<file path="src/rtl/mem_rmw_arb.sv">
// mem_rmw_arb: arbiter and sequencer for the single-port synchronous core RAM.
// It is shared by instruction fetch (IF) and the load/store path (LS).
//   - Loads, fetches and SW use one RAM cycle.
//   - SB/SH use a read-modify-write: read the word, then write it back with
//     the new byte lanes merged in.
//   - Load data is returned as the raw word; lane extraction happens at
//     writeback.
//
// Ports:
//   clk, arst_n              core clock, asynchronous active-low reset
//   if_req_i/if_addr_i       fetch request and word-aligned byte address
//   if_gnt_o                 fetch owns the RAM this cycle
//   if_valid_o/if_rdata_o    fetch word, one cycle after the grant
//   ls_req_i/ls_we_i/ls_funct3_i/ls_addr_i/ls_wdata_i
//                            LS request, held by the requester until ls_valid_o
//   ls_gnt_o                 LS owns the RAM this cycle
//   ls_valid_o/ls_rdata_o    LS done; raw load word
//   ls_err_o                 misaligned-access error (trap build only)
//   stall_o                  LS request outstanding
//   ram_ce_o/ram_we_o/ram_addr_o/ram_wdata_o/ram_rdata_i
//                            RAM port; read data arrives the cycle after a read
//
// Build option: define MEM_RMW_ARB_MISALIGN_TRAP_EN to trap misaligned
// LH/LHU/SH/LW/SW. Such an access is granted, makes no RAM access, and
// completes one cycle later with ls_err_o=1. Without the macro, the low
// address bits are ignored for alignment.
module mem_rmw_arb #(
    parameter int ADDR_W = 32,
    parameter int DATA_W = 32
) (
    input  logic              clk,
    input  logic              arst_n,
    input  logic              if_req_i,
    input  logic [ADDR_W-1:0] if_addr_i,
    output logic              if_gnt_o,
    output logic              if_valid_o,
    output logic [DATA_W-1:0] if_rdata_o,
    input  logic              ls_req_i,
    input  logic              ls_we_i,
    input  logic [2:0]        ls_funct3_i,
    input  logic [ADDR_W-1:0] ls_addr_i,
    input  logic [DATA_W-1:0] ls_wdata_i,
    output logic              ls_gnt_o,
    output logic              ls_valid_o,
    output logic [DATA_W-1:0] ls_rdata_o,
    output logic              ls_err_o,
    output logic              stall_o,
    output logic              ram_ce_o,
    output logic              ram_we_o,
    output logic [ADDR_W-1:0] ram_addr_o,
    output logic [DATA_W-1:0] ram_wdata_o,
    input  logic [DATA_W-1:0] ram_rdata_i
);
    typedef enum logic [1:0] {IDLE, RD_WAIT, RMW_WR, ST_ACK} state_t;

    state_t            state_q, state_d;
    logic              fair_q, fair_d;     // IF wins the next tie
    logic              rd_if_q, rd_if_d;   // owner of the read in RD_WAIT
    logic              half_q, half_d;     // captured RMW size: 1 = SH, 0 = SB
    logic [ADDR_W-1:0] cap_addr_q, cap_addr_d;
    logic [15:0]       cap_wdata_q, cap_wdata_d;
    logic              misalign, is_sub;
    logic              if_gnt, ls_gnt, if_valid, ls_valid, ram_ce, ram_we;
    logic [DATA_W-1:0] if_rdata, ls_rdata, ram_wdata, merged;
    logic [ADDR_W-1:0] ram_addr;
`ifdef MEM_RMW_ARB_MISALIGN_TRAP_EN
    logic              err_q, err_d, ls_err;
`endif

    // Fetch addresses are word-aligned by contract; the low bits carry nothing.
    logic unused_if_lsb;
    assign unused_if_lsb = ^if_addr_i[1:0];

    // SB (000) and SH (001) need the read-modify-write.
    // Every other store funct3 is handled as SW.
    assign is_sub = ls_we_i & ((ls_funct3_i == 3'b000) | (ls_funct3_i == 3'b001));

`ifdef MEM_RMW_ARB_MISALIGN_TRAP_EN
    always_comb begin
        misalign = 1'b0;
        case (ls_funct3_i)
            3'b001:  misalign = ls_addr_i[0];                // LH / SH
            3'b101:  misalign = ~ls_we_i & ls_addr_i[0];     // LHU (loads only)
            3'b010:  misalign = |ls_addr_i[1:0];             // LW / SW
            default: misalign = 1'b0;
        endcase
    end
`else
    assign misalign = 1'b0;
`endif

    // Merge the captured store lanes into the word read in the previous cycle.
    always_comb begin
        merged = ram_rdata_i;
        if (half_q) begin
            if (cap_addr_q[1]) merged[31:16] = cap_wdata_q;
            else               merged[15:0]  = cap_wdata_q;
        end else begin
            case (cap_addr_q[1:0])
                2'd0:    merged[7:0]   = cap_wdata_q[7:0];
                2'd1:    merged[15:8]  = cap_wdata_q[7:0];
                2'd2:    merged[23:16] = cap_wdata_q[7:0];
                default: merged[31:24] = cap_wdata_q[7:0];
            endcase
        end
    end

    always_comb begin
        state_d     = state_q;
        fair_d      = fair_q;
        rd_if_d     = rd_if_q;
        half_d      = half_q;
        cap_addr_d  = cap_addr_q;
        cap_wdata_d = cap_wdata_q;
`ifdef MEM_RMW_ARB_MISALIGN_TRAP_EN
        err_d       = err_q;
        ls_err      = 1'b0;
`endif
        if_gnt    = 1'b0;
        ls_gnt    = 1'b0;
        if_valid  = 1'b0;
        ls_valid  = 1'b0;
        if_rdata  = '0;
        ls_rdata  = '0;
        ram_ce    = 1'b0;
        ram_we    = 1'b0;
        ram_addr  = '0;
        ram_wdata = '0;
        case (state_q)
            IDLE: begin
                // LS wins ties unless IF was passed over at the last LS completion.
                if (ls_req_i && !(if_req_i && fair_q)) begin
                    ls_gnt = 1'b1;
                    if (misalign) begin
`ifdef MEM_RMW_ARB_MISALIGN_TRAP_EN
                        err_d = 1'b1;
`endif
                        state_d = ST_ACK;
                    end else if (is_sub) begin
                        ram_ce      = 1'b1;
                        ram_addr    = {ls_addr_i[ADDR_W-1:2], 2'b00};
                        cap_addr_d  = ls_addr_i;
                        cap_wdata_d = ls_wdata_i[15:0];
                        half_d      = ls_funct3_i[0];
                        state_d     = RMW_WR;
                    end else if (ls_we_i) begin
                        ram_ce    = 1'b1;
                        ram_we    = 1'b1;
                        ram_addr  = {ls_addr_i[ADDR_W-1:2], 2'b00};
                        ram_wdata = ls_wdata_i;
                        state_d   = ST_ACK;
                    end else begin
                        ram_ce   = 1'b1;
                        ram_addr = {ls_addr_i[ADDR_W-1:2], 2'b00};
                        rd_if_d  = 1'b0;
                        state_d  = RD_WAIT;
                    end
                end else if (if_req_i) begin
                    if_gnt   = 1'b1;
                    ram_ce   = 1'b1;
                    ram_addr = {if_addr_i[ADDR_W-1:2], 2'b00};
                    rd_if_d  = 1'b1;
                    fair_d   = 1'b0;
                    state_d  = RD_WAIT;
                end
            end
            RD_WAIT: begin
                if (rd_if_q) begin
                    if_valid = 1'b1;
                    if_rdata = ram_rdata_i;
                end else begin
                    ls_valid = 1'b1;
                    ls_rdata = ram_rdata_i;
                    fair_d   = fair_q | if_req_i;
                end
                state_d = IDLE;
            end
            RMW_WR: begin
                ram_ce    = 1'b1;
                ram_we    = 1'b1;
                ram_addr  = {cap_addr_q[ADDR_W-1:2], 2'b00};
                ram_wdata = merged;
                state_d   = ST_ACK;
            end
            ST_ACK: begin
                ls_valid = 1'b1;
`ifdef MEM_RMW_ARB_MISALIGN_TRAP_EN
                ls_err   = err_q;
                err_d    = 1'b0;
`endif
                fair_d   = fair_q | if_req_i;
                state_d  = IDLE;
            end
            default: state_d = IDLE;
        endcase
    end

    always_ff @(posedge clk or negedge arst_n) begin
        if (!arst_n) begin
            state_q     <= IDLE;
            fair_q      <= 1'b0;
            rd_if_q     <= 1'b0;
            half_q      <= 1'b0;
            cap_addr_q  <= '0;
            cap_wdata_q <= '0;
`ifdef MEM_RMW_ARB_MISALIGN_TRAP_EN
            err_q       <= 1'b0;
`endif
        end else begin
            state_q     <= state_d;
            fair_q      <= fair_d;
            rd_if_q     <= rd_if_d;
            half_q      <= half_d;
            cap_addr_q  <= cap_addr_d;
            cap_wdata_q <= cap_wdata_d;
`ifdef MEM_RMW_ARB_MISALIGN_TRAP_EN
            err_q       <= err_d;
`endif
        end
    end

    // Outputs are forced low while reset is held, so a pending RMW write
    // cannot reach the RAM.
    assign if_gnt_o    = arst_n & if_gnt;
    assign ls_gnt_o    = arst_n & ls_gnt;
    assign if_valid_o  = arst_n & if_valid;
    assign ls_valid_o  = arst_n & ls_valid;
    assign if_rdata_o  = arst_n ? if_rdata : '0;
    assign ls_rdata_o  = arst_n ? ls_rdata : '0;
    assign stall_o     = arst_n & ls_req_i & ~ls_valid;
    assign ram_ce_o    = arst_n & ram_ce;
    assign ram_we_o    = arst_n & ram_we;
    assign ram_addr_o  = arst_n ? ram_addr : '0;
    assign ram_wdata_o = arst_n ? ram_wdata : '0;
`ifdef MEM_RMW_ARB_MISALIGN_TRAP_EN
    assign ls_err_o    = arst_n & ls_err;
`else
    assign ls_err_o    = 1'b0;
`endif
endmodule

</file>
<file path="config.mk">
export PLATFORM = sky130hd
export DESIGN_NAME = mem_rmw_arb
export DESIGN_NICKNAME = d
export VERILOG_FILES = /design/src/rtl/mem_rmw_arb.sv
export SDC_FILE = /design/constraint.sdc
export NUM_CORES = 1
export LEC_CHECK = 0
export BUFFER_PORTS_ARGS = -buffer_cell sky130_fd_sc_hd__clkbuf_2
export CAP_MARGIN = 20
export CORE_MARGIN = 2
export CORE_UTILIZATION = 39
export DETAILED_ROUTE_END_ITERATION = 6
export GPL_ROUTABILITY_DRIVEN = 0
export PLACE_DENSITY = 0.78
export SLEW_MARGIN = 20
export SYNTH_ARGS = -nofsm -noshare
export SYNTH_HDL_FRONTEND = slang
export SYNTH_SLANG_ARGS = --single-unit
</file>
<file path="constraint.sdc">
create_clock -name clk -period 1.6 [get_ports clk]
set_input_delay 0.16 -clock clk [delete_from_list [all_inputs] [get_ports clk]]
set_output_delay 0.16 -clock clk [all_outputs]
set_load 0.01 [all_outputs]
</file>
=== Word level (Yosys, flattened, before mapping) ===
Cells that the tools add are included.

* Eq/ne operators: 12
* Mux-type cells: 50
* Bitwise operators: 12
* Reductions and logical operators: 13

{| class="wikitable"
|+ Operator list
! cell !! count
|-
| $mux 32 || 14
|-
| $pmux 32 s2 || 2
|-
| $mux 16 || 2
|-
| $mux 8 || 4
|-
| $mux 1 || 19
|-
| $ne 2x2->1 const B || 5
|-
| $and 1x1->1 || 9
|-
| $mux 2 || 4
|-
| $reduce_and 4->1 || 2
|-
| $eq 2x2->1 const B || 3
|-
| $pmux 1 s2 || 3
|-
| $pmux 2 s3 || 1
|-
| $eq 2x1->1 const B || 2
|-
| $logic_not 2->1 || 2
|-
| $eq 3x1->1 const B || 1
|-
| $logic_not 3->1 || 1
|-
| $ne 3x3->1 const B || 1
|-
| $pmux 1 s3 || 1
|-
| $reduce_and 3->1 || 1
|-
| $reduce_bool 3->1 || 1
|-
| $reduce_or 3->1 || 1
|-
| $logic_and 1x1->1 || 2
|-
| $or 1x1->1 || 2
|-
| $reduce_bool 2->1 || 1
|-
| 3 further kinds || 3
|}

* Flip-flop bits (word level): 53
* Logic and storage cells: 93

=== Longest topological paths before layout ===
Gate-level depths: netlist of the first run.

* Word-level depth: 7
* Gate-level depth with buffers: 6

=== Least setup slack after synthesis of the first run ===
Ideal clock, no wire load.

* Path type: register to output
* From: reg state_q[1]
* To: out ram_addr_o[27]
* Data arrival time: 1,418 ps
* Required time: 1,440 ps
* Slack: 22 ps
* Cell stages (with the launch flop): 7
* Path buffers: 3
* Path through: dfrtp_1 -> buf_4 -> and3b_1 -> buf_6 -> buf_6 -> and2_0 -> a221o_1

* Cells in the longest elaborated chain, start to end: 3
* Elaborated cells between the ends (all ways): 4
* Classes of those cells: 1 x eq/ne; 2 x mux; 1 x reduce/logical

{| class="wikitable"
|+ RTL lines
! what !! RTL line !! RTL
|-
| start: declaration || 56 || <nowiki>state_t state_q, state_d;</nowiki>
|-
| start signal: assignment || 210 || <nowiki>state_q <= state_d;</nowiki>
|-
| $eq 2x2->1 or $logic_not 2->1 (tied branches) || 129 || <nowiki>case (state_q)</nowiki>
|-
| $pmux 32 s2 * || 129 ||
|-
| $mux 32 * || 233 || <nowiki>assign ram_addr_o = arst_n ? ram_addr : '0;</nowiki>
|-
| end: declaration || 50 || <nowiki>output logic [ADDR_W-1:0] ram_addr_o,</nowiki>
|}

Every way passes the cells marked *; elsewhere a longest branch is shown, timed or not.

=== Worst setup path in the final report of the first run ===
* From: reg state_q[1]
* To: out ram_addr_o[18]

Same word-level chain as after synthesis.

==> results.sh, run 1 <==
export IMPL_status="finished with violations"
export IMPL_violations="setup timing"
export IMPL_antenna_left=0
export IMPL_vias=4911
export IMPL_rsz0062_at_grt="yes"
export IMPL_syn_cell_area_um2=4230
export IMPL_synth_top_family_by_area="simple AND/OR/NAND/NOR gates"
export IMPL_io_buffers=266
export IMPL_die_w_um=108
export IMPL_nFillCells=884
export IMPL_async_reset_ff_frac=1.00
export IMPL_synth_xor_area_share=0
export IMPL_core_um2=10700
export IMPL_yosys_area_share_simple=0.247
export IMPL_p_per_area_nw_per_um2=1320
export IMPL_multiInputGateArea_um2=2800
export IMPL_synth_area_top_cells="dfrtp_1 (31%), and2_1 (11%), mux2_2 (10%), a221o_1 (6.9%), mux2_4 (3.6%)"
export IMPL_grtUsageTotal=0.254
export IMPL_hp_class="in -> reg"
export IMPL_synthCells=449
export IMPL_syn_to_final_growth_pct=57.7
export IMPL_rows=38
export IMPL_maxCapViolations=0
export IMPL_fmax_mhz=498
export IMPL_grt_max_degree=33
export IMPL_arrival_ns=1.85
export IMPL_slew_viol_final=0
export IMPL_seq_area_frac_synth=0.314
export IMPL_endpoint_kind="output port"
export IMPL_tritoncts="done"
export IMPL_start_util=0.395
export IMPL_worstPathRequired_ns=1.44
export IMPL_antenna_found_initial=1
export IMPL_critPathKind="reg -> out"
export IMPL_clock_latency_ns=0.32
export IMPL_min_from="ls_addr_i[21]"
export IMPL_synth_compound_area_frac=0.227
export IMPL_drt_pass1_iter_count=5
export IMPL_vdd_drop_max_v=0.000945
export IMPL_vias_per_cell=5.59
export IMPL_ys_warn_count=0
export IMPL_worstSetupStartpoint="state_q[1]"
export IMPL_p_leak_nw=3.38
export IMPL_io_pins=272
export IMPL_synth_edff_count=0
export IMPL_path_clk_slew_ns=0.11
export IMPL_synth_most_common_cell="and2_1"
export IMPL_grt_pass1_wl_mm=23.2
export IMPL_nets=874
export IMPL_synth_cell_type_count=47
export IMPL_synthFlopType="dfrtp_1"
export IMPL_wl_per_cell_um=18.6
export IMPL_finalSetupTns_ns=-48.55
export IMPL_seqCellArea_um2=1330
export IMPL_cts_root_buffer="clkbuf_8"
export IMPL_synthMuxAreaShare=0.139
export IMPL_grt_overflow=0
export IMPL_synth_largest_area_cell="dfrtp_1"
export IMPL_finalHoldViolations=0
export IMPL_worst_slack_ns=-0.408
export IMPL_synth_commonest_cells="and2_1 (71), dfrtp_1 (53), mux2_2 (39), a221o_1 (29), and2_0 (22)"
export IMPL_r2r_end="cap_addr_q[0]"
export IMPL_post_route_period_util=1.26
export IMPL_synthAdderAreaFrac=0
export IMPL_hpwl_mm=11.5
export IMPL_utilization=0.623
export IMPL_drcViolationCount=0
export IMPL_crit_path_end="ram_addr_o[18]"
export IMPL_reg2regPathDepth=7
export IMPL_rrSetupSlack_ns=-0.19
export IMPL_numCtsBuffers=5
export IMPL_yosysTopAreaCellShare=0.314
export IMPL_grt_pass1_vias=4526
export IMPL_htreeDepth=2
export IMPL_start_kind="flip-flop"
export IMPL_setup_violations_final=181
export IMPL_period_minus_slack_ns=2.01
export IMPL_skew_ns=0.0140
export IMPL_diodes=0
export IMPL_die_area_um2=11700
export IMPL_cp_max_fo=30
export IMPL_layout_drive_gt1_share=0.583
export IMPL_cts_max_path_buffers=2
export IMPL_ys_ff_latch=53
export IMPL_drtIter0Drc=256
export IMPL_routed_wl_mm=16.3
export IMPL_cts_sinks=53
export IMPL_avgSynthCellArea_um2=9.42
export IMPL_r2r_start="fair_q"
export IMPL_die_y_um=108
worst max-delay path: stages, from the launching register on:
cell	delay [ns]
dfrtp_2	0.47
buf_6	0.15
nor2_2	0.18
and3_4	0.23
buf_12	0.17
a221o_1	0.19
buf_2	0.14
worst min path at each step:
stage | endpoint | depth (start not counted)
2_1_floorplan | cap_addr_q[0] | 0
3_3_place_gp | cap_addr_q[3] | 1
3_5_place_dp | cap_addr_q[3] | 1
4_1_cts | cap_addr_q[20] | 2
5_1_grt | cap_addr_q[20] | 2
6_report | cap_addr_q[21] | 2
flip-flops by register name (all words and copies together) (netlist names):
register,cells
state_q,2
rd_if_q,1
cap_addr_q,32
cap_wdata_q,16
fair_q,1
half_q,1
routing by layer:
metal | vias up | part of all wire | global-route usage
li1 | 2252 | - | -
met1 | 2360 | 0.37 | 0.288
met2 | 269 | 0.52 | 0.475
met3 | 28 | 0.082 | 0.0470
met4 | 2 | 0.025 | 0.0852
met5 | - | 0.00080 | 0
per-stage QoR:
step | cell area, µm² | total power [mW] | hold WS, ns | setup slack, ns | cells
2_1_floorplan | 4240 | 5.19 | -0.136 | 0.0222 | 451
3_3_place_gp | 5870 | 6.85 | -0.00252 | -0.0822 | 843
3_5_place_dp | 5870 | 7.01 | -0.00449 | -0.158 | 843
4_1_cts | 6420 | 8.53 | 0.0642 | -0.400 | 875
5_1_grt | 6670 | 9.34 | 0.0626 | -0.485 | 879
6_report | 6670 | 8.79 | 0.0786 | -0.408 | 879
logic make-up (layout without fill, tap and decap cells):
family                 after synthesis  count (layout)
buffers and inverters               56             344
AO/OA/AOI/OAI                      122             122
flip-flops                          53              53
other                                1               3
multiplexers                        49              49
AND/OR/NAND/NOR                    168             168
power breakdown:
| part | leakage [nW] | internal (mW) | switching (mW) |
|---|---|---|---|
| sequential | 0.649 | 2.01 | 0.575 |
| clock | 0.0543 | 0.469 | 0.479 |
| combinational | 2.68 | 2.76 | 2.50 |
| total | 3.38 | 5.23 | 3.56 |
final cells by class:
cell class / instances / area share
multi-input cells: 342 / 0.419
repair buffers: 331 / 0.335
well taps: 140 / 0.0263
inverters: 5 / 0.00281
flip-flops and latches: 53 / 0.200
clock buffers: 5 / 0.0103
clock inverters: 3 / 0.00694
repair_timing:
action / in CTS / in global routing
pin swaps: 6 / 23
hold buffers: 3 / 1
gates resized for setup: 32 / 159
cloned: 5 / 3
endpoints found under the hold margin: 24 / 1
buffers inserted: 16 / 3
endpoints found under the setup margin: 182 / 182
cell usage in the layout, fill, tap and decap left out, types with 8 or more instances in the layout:
master    instances
nand4_1          16
nand2b_1          9
a31oi_1          16
clkbuf_2        166
nand3_1          16
o21a_1            8
buf_6            36
and2_1           55
and2_0           22
mux2_4           10
mux2_2           39
and2_4           16
o21ai_0          16
o211ai_1         16
a221o_1          29
buf_4            28
buf_12           11
nor2b_1           8
buf_2            82
dfrtp_1          49
(Power assumes the default switching activity.)
==> run 2, diff against run 1 <==
--- a/config.mk
+++ b/config.mk
@@ -7,9 +7,10 @@
 export LEC_CHECK = 0
 export BUFFER_PORTS_ARGS = -buffer_cell sky130_fd_sc_hd__clkbuf_2
 export CAP_MARGIN = 20
-export CORE_MARGIN = 2
-export CORE_UTILIZATION = 39
+export CORE_AREA = 2 2 104 106
+export CTS_BUF_LIST = sky130_fd_sc_hd__clkbuf_4 sky130_fd_sc_hd__clkbuf_8 sky130_fd_sc_hd__clkbuf_16
 export DETAILED_ROUTE_END_ITERATION = 6
+export DIE_AREA = 0 0 106 108
 export GPL_ROUTABILITY_DRIVEN = 0
 export PLACE_DENSITY = 0.78
 export SLEW_MARGIN = 20
==> constraint.sdc (replaced) <==
create_clock -name clk -period 2.6 [get_ports clk]
set_input_delay 0.26 -clock clk [delete_from_list [all_inputs] [get_ports clk]]
set_output_delay 0.26 -clock clk [all_outputs]
set_load 0.01 [all_outputs]
==> run 2 against run 1 <==
- the flow now finishes without violations
- clock power decreased by 38%
- combinational power is 54% lower
- worst setup slack improved by 0.59 ns
- clock skew shrank 0.010 ns
- final cell count shrank 5.9%
- hold slack improved by 0.10 ns
- via count is 7.5% lower
- flip-flop and latch count unchanged
- sequential power down 38%
- largest power group unchanged
- critical path type unchanged
- global-route usage fell by 1.2 points
- total power decreased by 47%
- critical path depth is 1 lower
==> results.sh, run 2 (synthesis gave the netlist of run 1 again) <==
export IMPL_rrSetupSlack_ns=0.53
export IMPL_grt_pass1_vias=4237
export IMPL_p_comb_frac=0.525
export IMPL_crit_path_end="ram_addr_o[21]"
export IMPL_largest_reg_flops=32
export IMPL_vias=4545
export IMPL_antenna_found_initial=1
export IMPL_grtUsageTotal=0.242
export IMPL_core_um2=10200
export IMPL_finalHoldViolations=0
export IMPL_mostFrequentLayoutCell="clkbuf_2"
export IMPL_start_kind="flip-flop"
export IMPL_drtIter0Drc=310
export IMPL_die_w_um=106
export IMPL_r2r_end="cap_addr_q[3]"
export IMPL_numCtsBuffers=5
export IMPL_maxCapViolations=0
export IMPL_grt_pass1_wl_mm=21.9
export IMPL_layout_drive_gt1_share=0.508
export IMPL_clock_latency_ns=0.31
export IMPL_slew_viol_final=0
export IMPL_intPower_mw=2.68
export IMPL_critPathKind="reg -> out"
export IMPL_wl_per_cell_um=17.6
export IMPL_start_util=0.413
export IMPL_worstPathRequired_ns=2.34
export IMPL_switching_share=0.421
export IMPL_io_pins=272
export IMPL_p_switching_mw=1.95
export IMPL_grt_max_degree=34
export IMPL_die_y_um=108
export IMPL_final_cell_mix="clkbuf_2 (266), and2_1 (71), dfrtp_1 (53)"
export IMPL_antenna_left=0
export IMPL_vdd_drop_max_v=0.000423
export IMPL_endpoint_kind="output port"
export IMPL_reg2regPathDepth=4
export IMPL_relSlewSlack=0.539
export IMPL_diodes=0
export IMPL_utilization=0.561
export IMPL_finalSetupTns_ns=0
export IMPL_hpwl_mm=11.4
export IMPL_reg_top3="cap_addr_q (32), cap_wdata_q (16), state_q (2)"
export IMPL_cts_sinks=53
export IMPL_crit_chain="nand2b_1 -> nor4b_4 -> buf_4 -> a221o_1 -> clkbuf_2"
export IMPL_drt_pass1_iter_count=4
export IMPL_seqPwrFrac=0.347
export IMPL_skew_ns=0.00364
export IMPL_nets=826
export IMPL_cts_root_buffer="clkbuf_8"
export IMPL_top_register="cap_addr_q"
export IMPL_status="finished clean"
export IMPL_fmax_mhz=413
export IMPL_vias_per_cell=5.50
export IMPL_post_route_period_util=0.931
export IMPL_tritoncts="done"
export IMPL_r2r_start="state_q[1]"
export IMPL_die_area_um2=11400
export IMPL_syn_to_final_growth_pct=35.8
export IMPL_arrival_ns=2.16
export IMPL_rsz0062_at_grt="no"
export IMPL_rows=37
export IMPL_setup_violations_final=0
export IMPL_io_buffers=266
export IMPL_worstMarginPinSlew_ns=0.691
export IMPL_routed_wl_mm=14.6
export IMPL_htreeDepth=2
export IMPL_cpPeakStageDelay_ns=0.55
export IMPL_p_leak_nw=2.91
export IMPL_drcViolationCount=0
export IMPL_post_cts_setup_buffer_count=0
export IMPL_worstSetupStartpoint="state_q[0]"
export IMPL_path_clk_slew_ns=0.10
export IMPL_nFillCells=914
export IMPL_cp_max_fo=30
export IMPL_critPathSlowestCell="dfrtp_1"
export IMPL_p_clk_frac=0.128
export IMPL_grt_overflow=0
export IMPL_final_cell_count_no_fill=827
export IMPL_placedCellCount=818
export IMPL_period_minus_slack_ns=2.42
export IMPL_hp_class="in -> reg"
export IMPL_p_per_area_nw_per_um2=807
export IMPL_cts_max_path_buffers=2
[run 2: cell count changes in the layout (fill, tap and decap cells not counted), moves of 14 or more]
cell / delta
buf_2: -82
and2_4: -16
and2_1: +16
buf_4: -14
clkbuf_2: +100
buf_6: -35
[run 2: power by group through the flow]
stage / sequential, mW / clock (mW) / combinational, mW
global placement: 1.59 / 0 / 2.35
finish: 1.61 / 0.592 / 2.43
global route: 1.67 / 0.642 / 2.65
floorplan: 1.42 / 0 / 1.77
detailed placement: 1.62 / 0 / 2.42
CTS: 1.61 / 0.611 / 2.43
[run 2: final cells by class]
| class | count | area, µm² | area share |
|---|---|---|---|
| clock buffers | 6 | 82.6 | 0.0144 |
| clock inverters | 2 | 37.5 | 0.00653 |
| inverters | 5 | 18.8 | 0.00327 |
| multi-input cells | 342 | 2630 | 0.458 |
| flip-flops and latches | 53 | 1330 | 0.231 |
| well taps | 136 | 170 | 0.0296 |
| repair buffers | 283 | 1480 | 0.257 |
[run 2: repair_timing]
action | 4_1_cts | 5_1_grt
hold endpoints to repair | 24 | 0
endpoints found under the setup margin | 0 | 39
gates resized for setup | 0 | 2
hold buffers | 1 | 0
[run 2: through the flow]
step / hold slack (ns) / cell area (µm²) / worst slack, ns / power (mW)
floorplan: -0.0356 / 4240 / 0.922 / 3.19
global placement: 0.332 / 5610 / 0.487 / 3.93
detailed placement: 0.339 / 5610 / 0.397 / 4.04
CTS: 0.171 / 5740 / 0.0552 / 4.64
global route: 0.172 / 5740 / 0.0296 / 4.96
finish: 0.179 / 5740 / 0.179 / 4.64
[run 2: worst min-delay path by stage]
stage | cells past startpoint | slack (ns) | from | to
2_1_floorplan | 0 | -0.04 | arst_n | cap_addr_q[0]
3_3_place_gp | 2 | 0.33 | arst_n | state_q[0]
3_5_place_dp | 2 | 0.34 | arst_n | state_q[1]
4_1_cts | 2 | 0.17 | ls_addr_i[1] | cap_addr_q[1]
5_1_grt | 2 | 0.17 | ls_addr_i[1] | cap_addr_q[1]
6_report | 2 | 0.18 | ls_addr_i[1] | cap_addr_q[1]
[run 2: layer usage]
| layer | track usage | wire, µm | vias to the layer above |
|---|---|---|---|
| met4 | 0.0959 | 463 | 0 |
| met2 | 0.444 | 7470 | 249 |
| met1 | 0.271 | 5430 | 2118 |
| li1 | - | - | 2143 |
| met3 | 0.0597 | 1210 | 35 |
| met5 | 0 | 0 | - |
[run 2: critical path: cells and delay by family (launching register included)]
| kind | cells | cell delay [ns] |
|---|---|---|
| AND/OR/NAND/NOR | 2 | 0.56 |
| buffers and inverters | 2 | 0.49 |
| flip-flops | 1 | 0.55 |
| AO/OA/AOI/OAI | 1 | 0.24 |
==> run 3, diff against run 2 <==
--- a/config.mk
+++ b/config.mk
@@ -7,12 +7,12 @@
 export LEC_CHECK = 0
 export BUFFER_PORTS_ARGS = -buffer_cell sky130_fd_sc_hd__clkbuf_2
 export CAP_MARGIN = 20
-export CORE_AREA = 2 2 104 106
+export CORE_MARGIN = 2
+export CORE_UTILIZATION = 39
 export CTS_BUF_LIST = sky130_fd_sc_hd__clkbuf_4 sky130_fd_sc_hd__clkbuf_8 sky130_fd_sc_hd__clkbuf_16
 export DETAILED_ROUTE_END_ITERATION = 6
-export DIE_AREA = 0 0 106 108
 export GPL_ROUTABILITY_DRIVEN = 0
-export PLACE_DENSITY = 0.78
+export PLACE_DENSITY = 0.9
 export SLEW_MARGIN = 20
 export SYNTH_ARGS = -nofsm -noshare
 export SYNTH_HDL_FRONTEND = slang
==> constraint.sdc (replaced) <==
create_clock -name clk -period 2.19 [get_ports clk]
set_input_delay 0.219 -clock clk [delete_from_list [all_inputs] [get_ports clk]]
set_output_delay 0.219 -clock clk [all_outputs]
set_load 0.01 [all_outputs]
==> run 3 against run 2 <==
- clock power down 7.8%
- sequential share of layout area decreased by 0.19 points
- hold slack worse by 0.039 ns
- utilization shrank 2.0 points
- count of clock-buffer cells in the layout unchanged
- sequential power up 13%
- largest power group unchanged
==> results.sh, run 3 (synthesis gave the netlist of run 1 again) <==
export IMPL_layout_drive_gt1_share=0.517
export IMPL_placedCellCount=829
export IMPL_post_cts_setup_buffer_count=0
export IMPL_reg_top3="cap_addr_q (32), cap_wdata_q (16), state_q (2)"
export IMPL_p_comb_frac=0.564
export IMPL_p_leak_nw=2.94
export IMPL_mostFrequentLayoutCell="clkbuf_2"
export IMPL_vias_per_cell=5.42
export IMPL_intPower_mw=3.14
export IMPL_wl_per_cell_um=17.1
export IMPL_grtUsageTotal=0.231
export IMPL_start_kind="flip-flop"
export IMPL_grt_overflow=0
export IMPL_numCtsBuffers=5
export IMPL_worstMarginPinSlew_ns=0.876
export IMPL_io_pins=272
export IMPL_nets=833
export IMPL_slew_viol_final=0
export IMPL_vias=4538
export IMPL_p_switching_mw=2.30
export IMPL_critPathKind="reg -> out"
export IMPL_core_um2=10700
export IMPL_maxCapViolations=0
export IMPL_setup_violations_final=0
export IMPL_vdd_drop_max_v=0.000466
export IMPL_relSlewSlack=0.414
export IMPL_start_util=0.395
export IMPL_post_route_period_util=0.957
export IMPL_worstPathRequired_ns=1.97
export IMPL_largest_reg_flops=32
export IMPL_diodes=0
export IMPL_endpoint_kind="output port"
export IMPL_htreeDepth=2
export IMPL_cts_max_path_buffers=2
export IMPL_die_area_um2=11700
export IMPL_tritoncts="done"
export IMPL_syn_to_final_growth_pct=37.1
export IMPL_skew_ns=0.00621
export IMPL_antenna_left=0
export IMPL_routed_wl_mm=14.3
export IMPL_grt_max_degree=36
export IMPL_utilization=0.542
export IMPL_period_minus_slack_ns=2.10
export IMPL_die_w_um=108
export IMPL_p_per_area_nw_per_um2=937
export IMPL_switching_share=0.423
export IMPL_grt_pass1_vias=4104
export IMPL_p_clk_frac=0.101
export IMPL_die_y_um=108
export IMPL_cts_sinks=53
export IMPL_cts_root_buffer="clkbuf_8"
export IMPL_hpwl_mm=11.4
export IMPL_io_buffers=266
export IMPL_path_clk_slew_ns=0.10
export IMPL_status="finished clean"
export IMPL_nFillCells=998
export IMPL_final_cell_count_no_fill=838
export IMPL_final_cell_mix="clkbuf_2 (266), and2_1 (71), dfrtp_1 (52)"
export IMPL_fmax_mhz=477
export IMPL_drt_pass1_iter_count=4
export IMPL_grt_pass1_wl_mm=21.0
export IMPL_finalSetupTns_ns=0
export IMPL_drcViolationCount=0
export IMPL_hp_class="in -> async"
export IMPL_clock_latency_ns=0.30
export IMPL_seqPwrFrac=0.335
export IMPL_finalHoldViolations=0
export IMPL_antenna_found_initial=0
export IMPL_drtIter0Drc=223
export IMPL_cp_max_fo=27
export IMPL_arrival_ns=1.88
export IMPL_rows=38
export IMPL_top_register="cap_addr_q"
==> run 3: changes by cell type in the layout (fill, tap and decap cells not counted), sizes merged <==
| cell | before | now |
|---|---|---|
| buf | 16 | 23 |
| bufinv | 1 | 0 |
| clkinv | 0 | 2 |
| clkinvlp | 1 | 0 |
==> run 3: power by group through the flow <==
stage	clock network [mW]	logic, mW	registers (mW)
floorplan	0	2.10	1.69
global placement	0	2.95	1.80
detailed placement	0	3.02	1.83
CTS	0.564	3.04	1.81
global route	0.598	3.33	1.88
finish	0.546	3.07	1.82
==> run 3: through the flow <==
step | power (mW) | worst slack [ns] | area, µm² | hold slack (ns)
finish | 5.43 | 0.0935 | 5800 | 0.140
global route | 5.81 | -0.00280 | 5800 | 0.141
CTS | 5.41 | 0.00624 | 5770 | 0.145
detailed placement | 4.85 | 0.320 | 5670 | 0.252
global placement | 4.74 | 0.354 | 5670 | 0.247
floorplan | 3.79 | 0.553 | 4240 | -0.0766
==> run 3: path summary, 6_finish.rpt <==
path | slack [ns] | startpoint | end | cells past startpoint
hold reg to reg | 0.50 | cap_wdata_q[15] | cap_wdata_q[15] | 1
max in group asynchronous | 0.84 | arst_n | state_q[1] | 3
setup / recovery | 0.09 | state_q[0] | ram_addr_o[13] | 6
min in group clk | 0.16 | ls_addr_i[0] | cap_addr_q[0] | 2
hold / removal | 0.14 | arst_n | cap_addr_q[6] | 3
setup reg to reg | 0.54 | state_q[1] | cap_addr_q[12] | 5
==> run 3: worst max-delay path: stages, from the launching register on <==
cell	delay [ns]
dfrtp_1	0.37
buf_6	0.17
and3b_1	0.21
buf_4	0.21
and2_0	0.19
a221o_1	0.28
clkbuf_2	0.14
==> run 3: cell type report <==
type                       instances  area (µm²)  area share
sequential                        53        1330       0.229
multi-input combinational        342        2640       0.456
clock inverter                     2        10.0     0.00173
timing repair buffer             290        1550       0.267
inverter                           5        18.8     0.00324
tap                              140         175      0.0302
clock buffer                       6        76.3      0.0132
==> run 3: timing repair <==
item	CTS	global route
endpoints found under the setup margin	9	61
resized for setup	1	9
hold endpoints to repair	18	0
hold buffers	1	0
cloned	0	0
==> run 3: metal layers <==
layer,global-route usage,routed length (µm),up-vias
met5,0,0,-
met4,0.0559,191,0
met3,0.0362,1140,13
met2,0.429,7440,243
met1,0.278,5550,2123
li1,-,-,2159
